## src/rtl/pwm_duty_decoder_pkg.sv

```systemverilog
// pwm_pkg: shared constants, types and helpers for the PWM duty decoder
package pwm_pkg;
   localparam int PWM_PERIOD   = 512;
   localparam int PWM_DUTY_W   = 8;
   localparam int PWM_DUTY_MAX = 2**PWM_DUTY_W - 1;
   localparam int PWM_CNT_W    = $clog2(PWM_PERIOD) + 1;
   localparam int PWM_SYNC_STG = 2;
   localparam int PWM_NCH      = 3;
   localparam int CH_R = 0;
   localparam int CH_G = 1;
   localparam int CH_B = 2;
   typedef logic [PWM_DUTY_W-1:0] duty_t;
   typedef logic [PWM_CNT_W-1:0]  cnt_t;
   typedef enum logic [1:0] {EV_NONE, EV_RISE, EV_FALL, EV_TIMEOUT} ev_e;
   function automatic duty_t sat_duty(cnt_t c);
      return (c > cnt_t'(PWM_DUTY_MAX)) ? duty_t'(PWM_DUTY_MAX) : duty_t'(c);
   endfunction
endpackage

```

## src/rtl/pwm_duty_decoder_if.sv

```systemverilog
// pwm_duty_decoder_if: raw PWM lines in, decoded duty codes and update strobes out
interface pwm_duty_decoder_if;
   import pwm_pkg::*;
   logic [PWM_NCH-1:0] pwm_in;
   duty_t              duty_r;
   duty_t              duty_g;
   duty_t              duty_b;
   logic [PWM_NCH-1:0] duty_vld;
   modport master (output pwm_in, input duty_r, duty_g, duty_b, duty_vld);
   modport slave  (input pwm_in, output duty_r, duty_g, duty_b, duty_vld);
endinterface

```

## src/rtl/pwm_duty_decoder_chan_meas.sv

```systemverilog
// pwm_chan_meas: one PWM line -> synchronise, measure high time, report duty with a strobe
module pwm_chan_meas
   import pwm_pkg::*;
#(
   parameter int SYNC_STG = PWM_SYNC_STG
) (
   input  logic  clk,
   input  logic  reset,
   input  logic  pwm_i,
   output duty_t duty_o,
   output logic  vld_o
);
   logic [SYNC_STG-1:0] sync_q;
   logic                prev_q;
   logic                armed_q, armed_d;
   logic                vld_q, vld_d;
   cnt_t                hcnt_q, hcnt_d;
   cnt_t                idle_q, idle_d;
   duty_t               duty_q, duty_d;
   logic                synced;
   ev_e                 ev;
   assign synced = sync_q[SYNC_STG-1];
   // classify the cycle; an edge always beats a coinciding idle timeout
   always_comb begin
      ev = EV_NONE;
      if (synced != prev_q) ev = synced ? EV_RISE : EV_FALL;
      else if (idle_q == cnt_t'(PWM_PERIOD-1)) ev = EV_TIMEOUT;
   end
   // next-state: width counting, idle timeout, and duty/strobe update
   always_comb begin
      hcnt_d  = (ev == EV_RISE) ? cnt_t'(1) : (synced && hcnt_q != cnt_t'(PWM_PERIOD)) ? hcnt_q + 1'b1 : hcnt_q;
      idle_d  = (ev == EV_NONE) ? idle_q + 1'b1 : '0;
      armed_d = (ev == EV_RISE) ? 1'b1 : (ev == EV_TIMEOUT && synced) ? 1'b0 : armed_q;
      vld_d   = (ev == EV_FALL && armed_q) || ev == EV_TIMEOUT;
      duty_d  = (ev == EV_FALL && armed_q) ? sat_duty(hcnt_q) :
                (ev == EV_TIMEOUT) ? (synced ? duty_t'(PWM_DUTY_MAX) : '0) : duty_q;
   end
   // state registers
   always_ff @(posedge clk or posedge reset) begin
      if (reset) begin
         sync_q  <= '0;
         prev_q  <= 1'b0;
         armed_q <= 1'b0;
         vld_q   <= 1'b0;
         hcnt_q  <= '0;
         idle_q  <= '0;
         duty_q  <= '0;
      end else begin
         sync_q  <= {sync_q[SYNC_STG-2:0], pwm_i};
         prev_q  <= synced;
         armed_q <= armed_d;
         vld_q   <= vld_d;
         hcnt_q  <= hcnt_d;
         idle_q  <= idle_d;
         duty_q  <= duty_d;
      end
   end
   assign duty_o = duty_q;
   assign vld_o  = vld_q;
endmodule

```

## src/rtl/pwm_duty_decoder.sv

```systemverilog
// pwm_duty_decoder: three independent channel meters mapped onto R/G/B duty outputs
module pwm_duty_decoder
   import pwm_pkg::*;
(
   input logic                clk,
   input logic                reset,
   pwm_duty_decoder_if.slave  bus
);
   duty_t              duty [PWM_NCH];
   logic [PWM_NCH-1:0] vld;
   genvar i;
   generate
      for (i = 0; i < PWM_NCH; i++) begin : g_ch
         pwm_chan_meas u_meas (
            .clk   (clk),
            .reset (reset),
            .pwm_i (bus.pwm_in[i]),
            .duty_o(duty[i]),
            .vld_o (vld[i])
         );
      end
   endgenerate
   assign bus.duty_r   = duty[CH_R];
   assign bus.duty_g   = duty[CH_G];
   assign bus.duty_b   = duty[CH_B];
   assign bus.duty_vld = vld;
endmodule
```

## src/flat_wrapper.sv

```systemverilog
// flat-port wrapper written by rule: the top's interface ports become plain ports
module pwm_duty_decoder_flat import pwm_pkg::*;
  (clk, reset, bus_pwm_in, bus_duty_r, bus_duty_g, bus_duty_b, bus_duty_vld);
  pwm_duty_decoder_if bus_i ();
  input logic clk;
  input logic reset;
  input wire logic [$bits(bus_i.pwm_in)-1:0] bus_pwm_in;
  output wire logic [$bits(bus_i.duty_r)-1:0] bus_duty_r;
  output wire logic [$bits(bus_i.duty_g)-1:0] bus_duty_g;
  output wire logic [$bits(bus_i.duty_b)-1:0] bus_duty_b;
  output wire logic [$bits(bus_i.duty_vld)-1:0] bus_duty_vld;
  assign bus_i.pwm_in = bus_pwm_in;
  assign bus_duty_r = bus_i.duty_r;
  assign bus_duty_g = bus_i.duty_g;
  assign bus_duty_b = bus_i.duty_b;
  assign bus_duty_vld = bus_i.duty_vld;
  pwm_duty_decoder u_core (.clk(clk), .reset(reset), .bus(bus_i));
endmodule
```

## config.mk

```make
export PLATFORM = sky130hd
export DESIGN_NAME = pwm_duty_decoder_flat
export DESIGN_NICKNAME = d
export VERILOG_FILES = /design/src/rtl/pwm_duty_decoder_pkg.sv /design/src/rtl/pwm_duty_decoder_if.sv /design/src/rtl/pwm_duty_decoder_chan_meas.sv /design/src/rtl/pwm_duty_decoder.sv /design/src/flat_wrapper.sv
export SDC_FILE = /design/constraint.sdc
export NUM_CORES = 1
export LEC_CHECK = 0
export BUFFER_PORTS_ARGS = -buffer_cell sky130_fd_sc_hd__buf_2
export CORE_MARGIN = 2
export CORE_UTILIZATION = 45
export CTS_CLUSTER_SIZE = 8
export DETAILED_ROUTE_END_ITERATION = 7
export PLACE_DENSITY_LB_ADDON = 0.08
export SKIP_LAST_GASP = 1
export SYNTH_ARGS = -nofsm -noshare
export SYNTH_HDL_FRONTEND = slang
export SYNTH_SLANG_ARGS = --single-unit
export TNS_END_PERCENT = 1
```

## constraint.sdc

```tcl
create_clock -name clk -period 9.4 [get_ports clk]
set_input_delay 2.82 -clock clk [delete_from_list [all_inputs] [get_ports clk]]
set_output_delay 2.82 -clock clk [all_outputs]
set_load 0.02 [all_outputs]
```

* After elaboration in Yosys (flattened, before gate mapping)
Index checks and enable logic that the tools add are counted.
Storage, ports and cells: input port bits 5, output and inout bits 27, word-level logic and storage cells 108, flip-flop bits (word level) 99
Cells by class: $lt $le $gt $ge 3, reduce and logical (&&, ||, !) cells 24, eq/ne operators 18, add/subtract/negate cells 6, multiplexer cells 36
Operator list (number):
- $mux 8 | 12
- $mux 10 | 9
- $add 10x1->10 const B | 6
- $eq 10x9->1 const B | 3
- $gt 10x8->1 const B | 3
- $ne 10x10->1 const B | 3
- $mux 2 | 9
- $reduce_bool 2->1 | 9
- $eq 2x2->1 const B | 6
- $logic_and 1x1->1 | 9
- $eq 2x1->1 const B | 3
- $logic_not 2->1 | 3
- $mux 1 | 6
- $logic_or 1x1->1 | 3
- $ne 1x1->1 | 3

* Logic depth before layout (Yosys ltp)
depth after elaboration 7, mapped depth 6, gate-level depth less buffers 5

* Cells and area by module
A second synthesis with hierarchy kept.
Second synthesis, totals: cell total of the unflattened synthesis 456, area, all modules 4808.4 um2
By module, submodules not included:
- pwm_chan_meas | cells each 152, seq. area each 825.8 um2, instances 3, area each 1602.8 um2

* Worst setup path before layout
OpenSTA, ideal clock, no wires.
path type flip-flop to output port, start point register u_core.g_ch[0].u_meas.vld_q, end point output bus_duty_vld[0], path slack 6.098 ns, required time 6.580 ns, data arrival time 0.482 ns, cell stages (with the launch flop) 2, path buffers 1, cell sequence dfrtp_1 > buf_4
RTL lines:
- start, declared | line pwm_duty_decoder_chan_meas.sv:16 | logic vld_q, vld_d;
- start signal, assigned | line pwm_duty_decoder_chan_meas.sv:52 | vld_q <= vld_d;
- end, declared | line flat_wrapper.sv:11 | output wire logic [$bits(bus_i.duty_vld)-1:0] bus_duty_vld;
No word-level cell between the ends.

* Final worst setup path
start point register u_core.g_ch[0].u_meas.duty_q[2], end point output bus_duty_r[2]
RTL lines:
- start, declared | line pwm_duty_decoder_chan_meas.sv:19 | duty_t duty_q, duty_d;
- start signal, assigned | line pwm_duty_decoder_chan_meas.sv:55 | duty_q <= duty_d;
- end, declared | line flat_wrapper.sv:8 | output wire logic [$bits(bus_i.duty_r)-1:0] bus_duty_r;
No word-level cell between the ends.

==> impl_results.md <==
- Run status: finished, final reports clean
- Ys flop type: dfrtp_1
- Multiplexer share of the synthesized area: 3.16%
- Number of buffers inserted by port buffering: 31
- Pwr Total: 0.983 mW
- Iter 0 DRT Violations: 134
- Yosys warning total: 0
- Residual DRC: 0
- Core area: 10300 um^2
- Power Dens Cells: 188 nW/um^2
- Post-DP HPWL: 6160 um
- CP delay by family, top: flip-flops
- Min-Delay Path Depth: 0
- Crit path time final: 3770 ps
- CP arrival: 950 ps
- Pins over their slew limit: 0
- Post-synthesis adder-cell area fraction: between 3 and 4%
- Wirelength per Cell: 14.6 um
- Critical path, cell by cell: buf_2
- Synth Area in Compound Gates: 16.7%
- Largest net degree at the start of global routing: 64
- Clock Tree Buf Depth: 2
- Fmax: 265 MHz
- Worst Path Buf+Inv: 1
- Critical R2R Launch: u_core.g_ch[2].u_meas.sync_q[1]
- Antenna Cells: 0
- Synthesized flop and latch total: 99
- Setup bufs post-CTS: 0
- Vias in the first global route: 3362
- Hold Crit Endpoint: u_core.g_ch[2].u_meas.sync_q[1]
- Endpoints failing hold: 0
- Area growth syn-to-layout: 9.30%
- Met3 routed WL: ~250 um
- Highest routed metal layer: met4
- IO Count: 32
- Met2 Routed Length: approximately 4200 um
- Worst-skew pair later-pin latency: 360 ps
- Max-slew headroom: 31.8%
- Synthesized cell area: 4790 um^2
- Worst reg2reg setup slack: a little over 7000 ps
- Setup Crit Path Kind: flop to output port
- Slowest stage delay, CP: 420 ps
- Synthesized net count: 477
- Die extent in y: 107 um
- Grt total ovfl: 0
- Fill cells: 964
- Cts hold-fix bufs: 0
- CP max-delay cell: dfrtp_1
- CTS Root Cell: clkbuf_8
- Critical Path RT: 6580 ps
- Initial antenna violation count: 0
- Ratio of cells with drive above 1 in the final layout: between 10% and 20%
- R2r worst-path depth: 5
- H-tree Lvls: 3
- Setup WS pre-CTS: 5250 ps
- Die area: 11500 um^2
- MaxCap Viol Count: 0
- DRT Wirelength: 9110 um
- Reg clk slew, reported paths: 100 ps
- Setup TNS: 0 ps
- Crit-path max FO: 2
- Hold Startpoint: u_core.g_ch[2].u_meas.sync_q[0]
- Hold Crit Class: flop to flop
- Global-route wire length before repair: 15800 um
- Inserted Clock Buffers: 9
- Starting density of the core: between 40 and 50%
- Final worst setup slack: 5630 ps
- Yosys cell types: 44
- Fin area: 5240 um^2
- Final setup vio count: 0
- Fraction of registers with async set/reset: 100%
- Post-CTS sizing: 0
- Util after Layout: between 50 and 60%
- Final Cycle Share: 40.1%
- CP Launch Type: flop
- Area occupied by multi-input gates: 2090 um^2
- Worst Max-Slew Pin Slew: 1020 ps
- Critical Path End Type: output port
- CTS tree: built
- Pleak: 2.31 nW
- RSZ-0062 raised after global routing: no
- Sequential Area: 2480 um^2
- Post-DP Area: 5030 um^2
- GR Util All Layers: 16.9%
- Post-Synthesis Cells: 457
- Largest family of logic cells by synthesized area: simple AND/OR/NAND/NOR gates
- Syn_area_per_cell: 10.5 um^2
- Routed vias: 3516
- Sequential element share of the synthesized area: 51.7%
- Worst Skew: 12.6 ps
- Xor and xnor area share after synthesis: 2.56%
- CTS sink cnt: 99
- Peak supply drop: 0.0885 mV
- Post-route ant nets: 0
- Layout Nets: 503
- Site Rows: 37
- 1st-pass router iterations: 5
- Reg-to-Reg End: u_core.g_ch[2].u_meas.duty_o[0]
- M1 wire length: 4510 um
- Number of flops mapped to enable cells by yosys: 0
- Vias per cell: about 5.6
- Global placer's final weighted congestion: 0.761
- Die span in x: 107 um
- Simple-Gate Fraction of Synth Area: around 17%
-- placed cells by master (no fill, tap or decap), drive strengths merged, types with 2 or more instances in the layout --
master / count
nor2b: 2
nor3b: 2
inv: 37
xnor2: 3
nand4bb: 2
nor2: 28
xor2: 11
ha: 15
nand2: 20
buf: 32
a2bb2oi: 16
nor4: 3
clkbuf: 10
or3: 21
o211ai: 2
nand4: 18
o21ai: 27
clkinvlp: 2
nand3: 19
o41ai: 3
mux2i: 14
o31a: 2
or4: 11
dfrtp: 99
nand3b: 2
nand2b: 10
clkinv: 2
a21oi: 30
a31oi: 3
o31ai: 32
-- cells in the mapped netlist, types with 2 or more instances --
| cell | number | area [um^2] |
|---|---|---|
| a21oi_1 | 30 | 150 |
| nand2_1 | 20 | 75.1 |
| nand3_1 | 19 | 95.1 |
| xor2_1 | 11 | 96.3 |
| inv_1 | 36 | 135 |
| o31a_1 | 2 | 17.5 |
| nand3b_1 | 2 | 15.0 |
| buf_4 | 4 | 30.0 |
| o31ai_2 | 3 | 37.5 |
| a31oi_1 | 3 | 18.8 |
| ha_1 | 15 | 188 |
| nor2_1 | 28 | 105 |
| buf_1 | 2 | 7.51 |
| o41ai_1 | 3 | 26.3 |
| or4_1 | 11 | 82.6 |
| dfrtp_1 | 99 | 2480 |
| nor3b_1 | 2 | 15.0 |
| o21ai_0 | 27 | 135 |
| nand4_1 | 12 | 75.1 |
| o211ai_1 | 2 | 15.0 |
| nor2b_1 | 2 | 12.5 |
| nand4bb_1 | 2 | 22.5 |
| xnor2_1 | 3 | 26.3 |
| o31ai_1 | 29 | 218 |
| a2bb2oi_1 | 16 | 140 |
| nand4_2 | 5 | 62.6 |
| or3_1 | 21 | 131 |
| nor4_1 | 3 | 18.8 |
| mux2i_1 | 14 | 140 |
| nand2b_1 | 10 | 62.6 |
| clkbuf_1 | 8 | 30.0 |
-- metrics by stage --
step | hold WS, ps | std cells
after floorplan | 331 | 457
after detailed placement | 340 | 608
final | 358 | 624
after global placement | 336 | 608
after global routing | 379 | 624
after CTS | 361 | 624
-- metal layers --
layer  GRT usage [%]  vias to the layer above
li1                -                     1716
met1            24.1                     1731
met2            26.0                       56
met3            2.43                       13
met4            6.96                        0
met5               0                        -
-- where the power goes --
part	leakage, nW	switching (mW)	internal, mW	total [mW]
sequential	1.27	0.0560	0.471	0.527
clock	0.0987	0.148	0.130	0.279
combinational	0.946	0.105	0.0722	0.177
-- worst max path at each step --
stage                                    start                              end  depth (start not counted)
2_1_floorplan                            reset    u_core.g_ch[0].u_meas.armed_q                          1
3_3_place_gp                             reset  u_core.g_ch[0].u_meas.hcnt_q[8]                          3
3_5_place_dp                             reset  u_core.g_ch[0].u_meas.hcnt_q[8]                          3
4_1_cts        u_core.g_ch[0].u_meas.duty_o[2]                    bus_duty_r[2]                          1
5_1_grt                                  reset  u_core.g_ch[0].u_meas.hcnt_q[8]                          3
6_report       u_core.g_ch[0].u_meas.duty_o[2]                    bus_duty_r[2]                          1
-- sequential cells by signal (all words and copies together), names as in the netlist --
register,flops
u_core.g_ch.u_meas.hcnt_q,30
u_core.g_ch.u_meas.vld_o,3
u_core.g_ch.u_meas.duty_o,24
u_core.g_ch.u_meas.idle_q,30
u_core.g_ch.u_meas.sync_q,6
u_core.g_ch.u_meas.armed_q,3
u_core.g_ch.u_meas.prev_q,3
-- cells by family after synthesis --
| family | after synthesis |
|---|---|
| fa+ha+maj | 15 |
| mux | 15 |
| xor+xnor | 14 |
| buf+inv | 53 |
| compound gates | 120 |
| simple gates | 141 |
| flops | 99 |
-- layout make-up --
cell class / instances / area share, %
multi-input cells: 305 / 39.8
well taps: 136 / 3.25
repair buffers: 32 / 3.11
flip-flops and latches: 99 / 47.3
clock inverters: 6 / 1.22
clock buffers: 10 / 2.63
inverters: 36 / 2.63
Note: power is estimated with default switching activity, not from simulation.
